--- src/rtl/alu_pkg.sv ---
// Shared ALU encodings and the issue-stage entry format.
// The ALU, the shifters and their benches import this package so that they all use the same encodings.
package alu_pkg;

    localparam int ALU_W = 32;

    localparam logic [3:0] OP_AND = 4'b0000;
    localparam logic [3:0] OP_OR  = 4'b0001;
    localparam logic [3:0] OP_ADD = 4'b0010;
    localparam logic [3:0] OP_SUB = 4'b0110;
    localparam logic [3:0] OP_SLT = 4'b0111;
    localparam logic [3:0] OP_SLL = 4'b1000;
    localparam logic [3:0] OP_SRL = 4'b1001;
    localparam logic [3:0] OP_SRA = 4'b1010;
    localparam logic [3:0] OP_NOR = 4'b1100;
    localparam logic [3:0] OP_XOR = 4'b1101;

    typedef struct packed {
        logic [ALU_W-1:0] x;
        logic [ALU_W-1:0] y;
        logic [3:0]       op;
        logic [4:0]       shamt;
        logic             oor;
        logic             illegal;
    } alu_entry_t;

    function automatic logic op_is_shift(input logic [3:0] op);
        return (op == OP_SLL) || (op == OP_SRL) || (op == OP_SRA);
    endfunction

    function automatic logic op_is_legal(input logic [3:0] op);
        case (op)
            OP_AND, OP_OR, OP_ADD, OP_SUB, OP_SLT,
            OP_NOR, OP_XOR, OP_SLL, OP_SRL, OP_SRA: return 1'b1;
            default:                                return 1'b0;
        endcase
    endfunction

endpackage

--- src/rtl/alu_op_decode.sv ---
// Combinational pre-decode of an ALU opcode and its Y operand.
// It produces the shift amount, the out-of-range flag and the illegal-opcode flag.
module alu_op_decode
    import alu_pkg::*;
(
    input  logic [3:0]       i_op,
    input  logic [ALU_W-1:0] i_y,
    output logic [4:0]       o_shamt,
    output logic             o_oor,
    output logic             o_illegal
);

    logic w_is_shift;

    assign w_is_shift = op_is_shift(i_op);
    assign o_shamt    = w_is_shift ? i_y[4:0] : 5'd0;
    // A shift by 32 or more leaves no source bits, so the shifter only needs this flag.
    assign o_oor      = w_is_shift & (|i_y[ALU_W-1:5]);
    assign o_illegal  = ~op_is_legal(i_op);

endmodule

--- src/rtl/alu_issue_stage.sv ---
// Registered issue buffer in front of the ALU. It is a circular buffer of pre-decoded entries.
// Acceptance depends only on occupancy, never on the consumer's ready signal.
module alu_issue_stage
    import alu_pkg::*;
#(
    parameter int DEPTH = 2,
    parameter int WIDTH = 32
) (
    input  logic                         clk,
    input  logic                         rst,
    input  logic                         in_valid,
    output logic                         in_ready,
    input  logic [WIDTH-1:0]             in_x,
    input  logic [WIDTH-1:0]             in_y,
    input  logic [3:0]                   in_op,
    output logic                         out_valid,
    input  logic                         out_ready,
    output logic [WIDTH-1:0]             out_x,
    output logic [WIDTH-1:0]             out_y,
    output logic [3:0]                   out_op,
    output logic [4:0]                   out_shamt,
    output logic                         out_shift_oor,
    output logic                         out_illegal,
    output logic [$clog2(DEPTH+1)-1:0]   occupancy
);

    localparam int                PTR_W    = $clog2(DEPTH);
    localparam int                OCC_W    = $clog2(DEPTH + 1);
    localparam logic [PTR_W-1:0]  LAST_PTR = PTR_W'(DEPTH - 1);
    localparam logic [OCC_W-1:0]  FULL_OCC = OCC_W'(DEPTH);

    alu_entry_t        r_mem [DEPTH];
    logic [PTR_W-1:0]  r_wr_ptr;
    logic [PTR_W-1:0]  r_rd_ptr;
    logic [OCC_W-1:0]  r_occ;

    logic              w_push;
    logic              w_pop;
    logic [OCC_W-1:0]  w_occ_next;
    alu_entry_t        w_new;
    alu_entry_t        w_head;

    alu_op_decode u_decode (
        .i_op      (in_op),
        .i_y       (in_y),
        .o_shamt   (w_new.shamt),
        .o_oor     (w_new.oor),
        .o_illegal (w_new.illegal)
    );

    assign w_new.x  = in_x;
    assign w_new.y  = in_y;
    assign w_new.op = in_op;

    // When the buffer is full, a pop in the same cycle does not make room for a push.
    assign in_ready  = ~rst & (r_occ < FULL_OCC);
    assign out_valid = (r_occ != '0);
    assign w_push    = in_valid & in_ready;
    assign w_pop     = out_valid & out_ready;

    always_comb begin
        // NOTE: default first so every path assigns w_occ_next and no latch is inferred.
        w_occ_next = r_occ;
        case ({w_push, w_pop})
            2'b10:   w_occ_next = r_occ + 1'b1;
            2'b01:   w_occ_next = r_occ - 1'b1;
            default: w_occ_next = r_occ;
        endcase
    end

    always_ff @(posedge clk) begin
        if (rst) begin
            r_wr_ptr <= '0;
            r_rd_ptr <= '0;
            r_occ    <= '0;
            // NOTE: storage is reset on purpose; the head drives outputs that must read 0, never X.
            for (int i = 0; i < DEPTH; i++) begin
                r_mem[i] <= '0;
            end
        end else begin
            if (w_push) begin
                r_mem[r_wr_ptr] <= w_new;
                r_wr_ptr        <= (r_wr_ptr == LAST_PTR) ? '0 : r_wr_ptr + 1'b1;
            end
            if (w_pop) begin
                r_rd_ptr <= (r_rd_ptr == LAST_PTR) ? '0 : r_rd_ptr + 1'b1;
            end
            r_occ <= w_occ_next;
        end
    end

    assign w_head        = r_mem[r_rd_ptr];
    assign out_x         = w_head.x;
    assign out_y         = w_head.y;
    assign out_op        = w_head.op;
    assign out_shamt     = w_head.shamt;
    assign out_shift_oor = w_head.oor;
    assign out_illegal   = w_head.illegal;
    assign occupancy     = r_occ;

endmodule

--- config.mk ---
export PLATFORM = sky130hd
export DESIGN_NAME = alu_issue_stage
export DESIGN_NICKNAME = d
export VERILOG_FILES = /design/src/rtl/alu_pkg.sv /design/src/rtl/alu_op_decode.sv /design/src/rtl/alu_issue_stage.sv
export SDC_FILE = /design/constraint.sdc
export NUM_CORES = 1
export LEC_CHECK = 0
export ABC_CLOCK_PERIOD_IN_PS = 5000
export BUFFER_PORTS_ARGS = -buffer_cell sky130_fd_sc_hd__buf_2
export CAP_MARGIN = 30
export CELL_PAD_IN_SITES_DETAIL_PLACEMENT = 1
export CELL_PAD_IN_SITES_GLOBAL_PLACEMENT = 1
export CORE_UTILIZATION = 48
export DETAILED_ROUTE_END_ITERATION = 16
export GPL_ROUTABILITY_DRIVEN = 1
export PLACE_DENSITY = 0.88
export SYNTH_ARGS = -nofsm -noshare
export SYNTH_HDL_FRONTEND = slang
export SYNTH_HIERARCHICAL = 1
export SYNTH_SLANG_ARGS = --single-unit
--- constraint.sdc ---
create_clock -name clk -period 5 [get_ports clk]
set_input_delay 0.5 -clock clk [delete_from_list [all_inputs] [get_ports clk]]
set_output_delay 0.5 -clock clk [all_outputs]
set_load 0.01 [all_outputs]
==> results of run 1 <==
layout by cell type, fill, tap and decap left out, types with 2 or more instances in the layout:
cell type | synthesis | layout
sky130_fd_sc_hd__buf_4 | 7 | 3
sky130_fd_sc_hd__nor4_2 | 4 | 4
sky130_fd_sc_hd__o21ai_0 | 3 | 3
sky130_fd_sc_hd__buf_12 | 0 | 2
sky130_fd_sc_hd__and3_1 | 150 | 150
sky130_fd_sc_hd__nor4_1 | 2 | 2
sky130_fd_sc_hd__xnor2_1 | 2 | 2
sky130_fd_sc_hd__clkbuf_16 | 0 | 17
sky130_fd_sc_hd__nand2_1 | 3 | 3
sky130_fd_sc_hd__mux2_2 | 76 | 76
sky130_fd_sc_hd__clkinv_2 | 0 | 2
sky130_fd_sc_hd__bufinv_16 | 0 | 2
sky130_fd_sc_hd__nor2_1 | 4 | 4
sky130_fd_sc_hd__dfxtp_1 | 5 | 4
sky130_fd_sc_hd__buf_2 | 7 | 150
sky130_fd_sc_hd__o21a_1 | 2 | 2
sky130_fd_sc_hd__a21oi_1 | 2 | 2
sky130_fd_sc_hd__clkinv_1 | 0 | 5
sky130_fd_sc_hd__clkinvlp_4 | 0 | 2
sky130_fd_sc_hd__and2_1 | 5 | 5
sky130_fd_sc_hd__edfxtp_1 | 150 | 150
sky130_fd_sc_hd__clkbuf_1 | 11 | 3
path summary, 6_finish.rpt:
check	startpoint	end	slack, ns
min	in_x[17]	r_mem[0][60]	0.39
min reg2reg	r_rd_ptr	r_rd_ptr	0.57
max reg2reg	r_wr_ptr	r_mem[1][13]	2.68
max	register	out_shamt[2]	2.60
power by group through the flow:
stage          registers, uW  logic [uW]  clock network, uW
2_1_floorplan           1700         654                  0
3_3_place_gp            1780         853                  0
3_5_place_dp            1800         881                  0
4_1_cts                 1770         892               1220
5_1_grt                 1740        1020               1260
6_report                1720         947               1200
logic make-up after synthesis:
family          count (synthesis)  share of synthesized area (%)
xor+xnor                        3                         0.3747
compound gates                  9                         0.8561
mux                            76                          12.20
buf+inv                        43                          4.566
simple gates                  178                          16.18
flops                         155                          65.64
fa+ha+maj                       1                         0.1784
synth_stat cells:
cell and n:
sky130_fd_sc_hd__xnor2_1 2, sky130_fd_sc_hd__edfxtp_1 150, sky130_fd_sc_hd__clkbuf_1 11, sky130_fd_sc_hd__nand4_1 1, sky130_fd_sc_hd__nand2b_1 2, sky130_fd_sc_hd__nand2_1 3, sky130_fd_sc_hd__nor2b_2 1, sky130_fd_sc_hd__a21o_1 1
sky130_fd_sc_hd__nand3_1 1, sky130_fd_sc_hd__o21ai_0 3, sky130_fd_sc_hd__mux2_2 76, sky130_fd_sc_hd__and3_1 150, sky130_fd_sc_hd__o21a_1 2, sky130_fd_sc_hd__ha_1 1, sky130_fd_sc_hd__buf_4 7, sky130_fd_sc_hd__nor4_2 4
sky130_fd_sc_hd__or3_1 1, sky130_fd_sc_hd__buf_6 15, sky130_fd_sc_hd__and2_1 5, sky130_fd_sc_hd__dfxtp_1 5, sky130_fd_sc_hd__inv_2 1, sky130_fd_sc_hd__buf_8 1, sky130_fd_sc_hd__buf_2 7, sky130_fd_sc_hd__a211oi_2 1
sky130_fd_sc_hd__a21oi_1 2, sky130_fd_sc_hd__nor4_1 2, sky130_fd_sc_hd__nor2_2 1, sky130_fd_sc_hd__nor2_1 4, sky130_fd_sc_hd__or2_2 1, sky130_fd_sc_hd__nor3_1 1, sky130_fd_sc_hd__inv_1 1, sky130_fd_sc_hd__xor2_1 1
sky130_fd_sc_hd__nor2_8 1
layer usage:
layer / share of wire, % / track usage (%) / vias to the layer above / wire [um]
met5: 0 / 0 / - / 0
met4: 1.4 / 8.155 / 0 / 222
met1: 41 / 25.32 / 2210 / 6591
li1: - / - / 2047 / -
met2: 52 / 38.10 / 122 / 8232
met3: 5.7 / 5.483 / 17 / 907
layout make-up:
class	count	area, um2
tap	180	225.2
clock buffer	20	436.7
clock inverter	11	103.9
multi-input combinational	267	2115
inverter	2	7.507
sequential	155	4608
timing repair buffer	156	840.8
fill	1395	5705
sequential cells by signal, indices dropped and copies added (netlist names), named ones only:
register   flops
r_mem        150
r_wr_ptr       1
occupancy      2
r_rd_ptr       1
stage by stage:
stage               util, %  instances  instance area, um2  worst slack (ns)
floorplan                 -        465                7014             2.016
global placement      55.04        757                7729             2.648
detailed placement    55.18        758                7749             2.580
CTS                   59.03        789                8289             2.389
global route          59.37        791                8337             2.504
finish                59.37        791                8337             2.599
==> impl_summary.log, run 1 <==
INFO  metric outcome = finished clean
INFO  metric ys.warnings.count = 6
INFO  metric synth_area_per_cell = 15.08 um2
INFO  metric maximum_capacitance_violations = 0
INFO  metric synthesis.area = 0.007014 mm2
INFO  metric worst-endpoint-required = 4.50 ns
INFO  metric combinationalPowerShare = 24.5%
INFO  metric cts.htree.levels = 4
INFO  metric clock_power_share = 31.1%
INFO  metric globalRouteOverflowTotal = 0
INFO  metric area_growth_syn_to_layout = 18.85%
INFO  metric cp_max_fo = 48
INFO  metric ys_top_cells_by_area = sky130_fd_sc_hd__edfxtp_1, sky130_fd_sc_hd__and3_1, sky130_fd_sc_hd__mux2_2
INFO  metric cts_tree = done
INFO  metric power.total = 3865 uW
INFO  metric setup.worst_path.class = register to output port
INFO  metric fp.dieW = 122.9 um
INFO  metric ys_seq_area_share = 65.64%
INFO  metric cts_setup_buffers = 0
INFO  metric total_of_endpoints_with_negative_setup_slack_in_the_final_report = 0
INFO  metric grt_first_pass_wirelength = 23810 um
INFO  metric fin_hold_ws = 0.3893 ns
INFO  metric routed_via_density = 5.558
INFO  metric syn-num-nets = 538
INFO  metric ys_ff_latch = 155
INFO  metric fp.coreArea = 0.01404 mm2
INFO  metric wl_per_cell = 20.17 um
INFO  metric timing.fmax = 416.5 MHz
INFO  metric power.density_cell_area = 463.7 mW/mm2
INFO  metric hp-class = input port to register
INFO  metric max-slew-margin-rel = 52.24%
INFO  metric p_switching = 1090 uW
INFO  metric worst_path_max_delay_cell = sky130_fd_sc_hd__dfxtp_4
INFO  metric cts.reportedPaths.clkPinSlew = 0.06 ns
INFO  metric ant_nets = 0
INFO  metric drt_drc_violations_left = 0
INFO  metric totalWireLength = 15950 um
INFO  metric pin_count_of_the_biggest_net_entering_global_routing = 93
INFO  metric hold_buffers = 0
INFO  metric placement.io_buffers = 150
INFO  metric crit_chain = buf_16 > mux2_2 > buf_2
INFO  metric gpl.final_weighted_congestion = 0.7300
INFO  metric internal_power = 2776 uW
INFO  metric cp.buffers_inverters = 2
INFO  metric crit_path_launch_type = register
INFO  metric ir_worst_vdd = 0.3741 mV
INFO  metric initial_core_util = 49.95%
INFO  metric final-max-slew-violation-count = 0
INFO  metric cts_resized = 0
INFO  metric yosysTopAreaCellShare = 64.22%
INFO  metric initialDrtViolationCount = 239
INFO  metric design.final.nets = 672
INFO  metric worstSetupEndpointType = output port
INFO  metric clock-skew-final = 0.009380 ns
INFO  metric worstSkewPairLatency = 0.42 ns
INFO  metric drt-pass1-iter-count = 4
INFO  metric worst-endpoint-arrival = 1.90 ns
INFO  metric fin_crit_share = 48.01%
INFO  metric finalSetupTns = 0 ns
INFO  metric syn-instance-count = 465
INFO  metric tritoncts_num_sinks = 155
INFO  metric drive_gt1_share = 43.86%
INFO  metric boundaryPins = 151
INFO  metric cts_inserted_buffers = 17
INFO  metric cpLargestDelayFamily = flip-flops
INFO  metric max_slew.worst_pin.slew = 0.7164 ns
INFO  metric grt_setup_unrepaired = no
INFO  metric timing.critical_path.slowest_cell_delay = 0.62 ns
INFO  metric placement_rows = 43
INFO  metric power_switching_share = 28.19%
INFO  metric floorplan.die.height = 122.9 um
INFO  metric num_antenna_cells = 0
INFO  metric ctsRootBufferMaster = sky130_fd_sc_hd__clkbuf_16
INFO  metric clk_path_buf_depth = 2
INFO  metric seq_power_share = 44.4%
INFO  metric cp.depth = 3
INFO  metric worst_r2r_path_depth = 4
INFO  metric die_area = 0.01510 mm2
INFO  metric grt_antenna_before_repair = 0
INFO  metric vias = 4396
INFO  metric hold_viol_final = 0
INFO  metric post-synth-top-area-cell = sky130_fd_sc_hd__edfxtp_1
INFO  metric min_path_cells = 2
INFO  metric ys_types = 33
INFO  metric track_usage = 21.65%
INFO  metric power.static_leakage = 0.003917 uW
INFO  metric final.min_clock_period = 2.401 ns
INFO  metric dp.final_hpwl = 9693 um
INFO  metric grt_pass1_vias = 4602
(Power assumes the default switching activity.)
==> inputs of run 2 (changes only) <==
--- a/config.mk
+++ b/config.mk
@@ -5,15 +5,15 @@
 export SDC_FILE = /design/constraint.sdc
 export NUM_CORES = 1
 export LEC_CHECK = 0
-export ABC_CLOCK_PERIOD_IN_PS = 5000
+export ABC_CLOCK_PERIOD_IN_PS = 2050
 export BUFFER_PORTS_ARGS = -buffer_cell sky130_fd_sc_hd__buf_2
 export CAP_MARGIN = 30
 export CELL_PAD_IN_SITES_DETAIL_PLACEMENT = 1
 export CELL_PAD_IN_SITES_GLOBAL_PLACEMENT = 1
-export CORE_UTILIZATION = 48
+export CORE_UTILIZATION = 40
 export DETAILED_ROUTE_END_ITERATION = 16
 export GPL_ROUTABILITY_DRIVEN = 1
-export PLACE_DENSITY = 0.88
+export PLACE_DENSITY = 0.79
 export SYNTH_ARGS = -nofsm -noshare
 export SYNTH_HDL_FRONTEND = slang
 export SYNTH_HIERARCHICAL = 1
==> constraint.sdc (replaced) <==
create_clock -name clk -period 2.05 [get_ports clk]
set_input_delay 0.205 -clock clk [delete_from_list [all_inputs] [get_ports clk]]
set_output_delay 0.205 -clock clk [all_outputs]
set_load 0.01 [all_outputs]
==> run 2 against run 1 <==
Via count down 0.98%. Wire length down 1.2%. Clock skew down 0.0026 ns. Cell count up 6.6%. Sequential cell count unchanged. Core utilization down 10 points. Sequential share of layout area down 0.92 points. Clock-buffer cell count down 2. Worst hold slack worse by 0.28 ns. Register-to-register slack worse by 2.2 ns. Highest routed layer unchanged. Global-route usage down 3.4 points.
==> impl_summary.log, run 2 (same netlist as run 1, synthesis figures left out) <==
INFO  metric cts_inserted_buffers = 17
INFO  metric fp.coreArea = 0.01724 mm2
INFO  metric die_area = 0.01807 mm2
INFO  metric layout.filler_cells = 1751
INFO  metric cts.htree.levels = 4
INFO  metric crit_path_launch_type = register
INFO  metric outcome = finished clean
INFO  metric max_slew.worst_pin.slew = 0.7003 ns
INFO  metric power.static_leakage = 0.003959 uW
INFO  metric tritoncts_num_sinks = 155
INFO  metric ctsRootBufferMaster = sky130_fd_sc_hd__clkbuf_16
INFO  metric area.sequential = 0.004608 mm2
INFO  metric wl_per_cell = 18.70 um
INFO  metric r2r-start = occupancy[1]
INFO  metric worst_path_max_delay_cell = sky130_fd_sc_hd__mux2_2
INFO  metric initialDrtViolationCount = 203
INFO  metric worst-endpoint-required = 1.85 ns
INFO  metric gpl.final_weighted_congestion = 0.7419
INFO  metric totalWireLength = 15760 um
INFO  metric dp.final_hpwl = 9815 um
INFO  metric grt_first_pass_wirelength = 24720 um
INFO  metric cts.reportedPaths.clkPinSlew = 0.06 ns
INFO  metric drt-pass1-iter-count = 4
INFO  metric drt_drc_violations_left = 0
INFO  metric hold_viol_final = 0
INFO  metric finalSetupTns = 0 ns
INFO  metric drive_gt1_share = 45.31%
INFO  metric design.final.nets = 678
INFO  metric max-slew-margin-rel = 53.31%
INFO  metric grt_antenna_before_repair = 1
INFO  metric globalRouteOverflowTotal = 0
INFO  metric timing.fmax = 544.0 MHz
INFO  metric min_from = in_x[20]
INFO  metric area_growth_syn_to_layout = 20.87%
INFO  metric cts_tree = done
INFO  metric vias = 4353
INFO  metric crit_chain = buf_4 > mux2_2 > buf_2
INFO  metric cts_setup_buffers = 0
INFO  metric worstSkewPairLatency = 0.41 ns
INFO  metric track_usage = 18.25%
INFO  metric routed_via_density = 5.164
INFO  metric ir_worst_vdd = 0.6186 mV
INFO  metric worstSetupEndpointType = output port
INFO  metric num_antenna_cells = 0
INFO  metric setup.worst_path.class = register to output port
INFO  metric placement_rows = 48
INFO  metric multi_input_combinational_cell_area = 0.002115 mm2
INFO  metric fp.dieW = 134.4 um
INFO  metric cp_max_fo = 23
INFO  metric hp-class = input port to register
INFO  metric most-common-layout-cells = sky130_fd_sc_hd__and3_1, sky130_fd_sc_hd__buf_2, sky130_fd_sc_hd__edfxtp_1
INFO  metric final.min_clock_period = 1.838 ns
INFO  metric hold_buffers = 0
INFO  metric grt_setup_unrepaired = no
INFO  metric initial_core_util = 40.69%
INFO  metric maximum_capacitance_violations = 0
INFO  metric clock-skew-final = 0.006745 ns
INFO  metric cts_resized = 0
INFO  metric clk_path_buf_depth = 2
INFO  metric register_with_the_most_flip_flops = r_mem
INFO  metric fin_crit_share = 89.67%
INFO  metric timing.critical_path.slowest_cell_delay = 0.39 ns
INFO  metric worst-endpoint-arrival = 1.63 ns
INFO  metric floorplan.die.height = 134.4 um
INFO  metric ant_nets = 0
INFO  metric final-max-slew-violation-count = 0
INFO  metric power.total = 9572 uW
INFO  metric max_reg_flops = 150
INFO  metric total_of_endpoints_with_negative_setup_slack_in_the_final_report = 0
INFO  metric boundaryPins = 151
INFO  metric pin_count_of_the_biggest_net_entering_global_routing = 77
INFO  metric grt_pass1_vias = 4678
INFO  metric power.density_cell_area = 1129 mW/mm2
INFO  metric placement.io_buffers = 150
[run 2: changes by cell type in the layout (fill, tap and decap cells not counted), sizes merged]
cell	change
buf	+6
clkbuf	-2
clkinv	-1
inv	+2
clkinvlp	+2
[run 2: area by class of cell]
| class | count | share of cell area, % |
|---|---|---|
| multi-input combinational | 267 | 24.94 |
| inverter | 2 | 0.08855 |
| clock inverter | 14 | 1.727 |
| clock buffer | 18 | 5.062 |
| timing repair buffer | 162 | 10.51 |
| sequential | 155 | 54.35 |
| tap | 225 | 3.321 |
[run 2: final timing paths]
kind | slack, ns | end | cells past startpoint
min reg2reg | 0.53 | register | 2
max reg2reg | 0.44 | r_mem[1][43] | 3
max | 0.21 | out_x[28] | 3
min | 0.11 | r_mem[1][63] | 2
[run 2: power breakdown]
group / switching (uW) / leakage (uW) / internal (uW)
sequential: 133 / 0.00164 / 3970
combinational: 1360 / 0.00205 / 1060
clock: 1250 / 0.000268 / 1790
total: 2740 / 0.00396 / 6830
[run 2: layer usage]
| layer | part of all wire (%) | track usage (%) | vias up | wire length [um] |
|---|---|---|---|---|
| li1 | - | - | 2056 | - |
| met1 | 43 | 21.91 | 2182 | 6726 |
| met2 | 52 | 32.27 | 104 | 8235 |
| met3 | 4.1 | 4.497 | 11 | 647 |
| met4 | 0.96 | 5.431 | 0 | 152 |
| met5 | 0 | 0 | - | 0 |
[run 2: critical path: cells and delay by family (launching register included)]
family | cells | cell delay, ns
buf+inv | 2 | 0.46
mux | 1 | 0.39
flops | 1 | 0.36
[run 2: per-stage QoR]
step                      setup WS [ns]  hold WS [ns]  utilization, %  std cells  cell area (um2)
final                            0.2117        0.1052           49.19        843             8478
after global routing             0.1483       0.09084           49.19        843             8478
after CTS                        0.1812       0.08294           49.19        843             8478
after detailed placement         0.4499        0.5129           45.85        811             7903
after global placement           0.4984        0.5097           45.85        811             7903
after floorplan                  0.2486        0.4246               -        465             7029
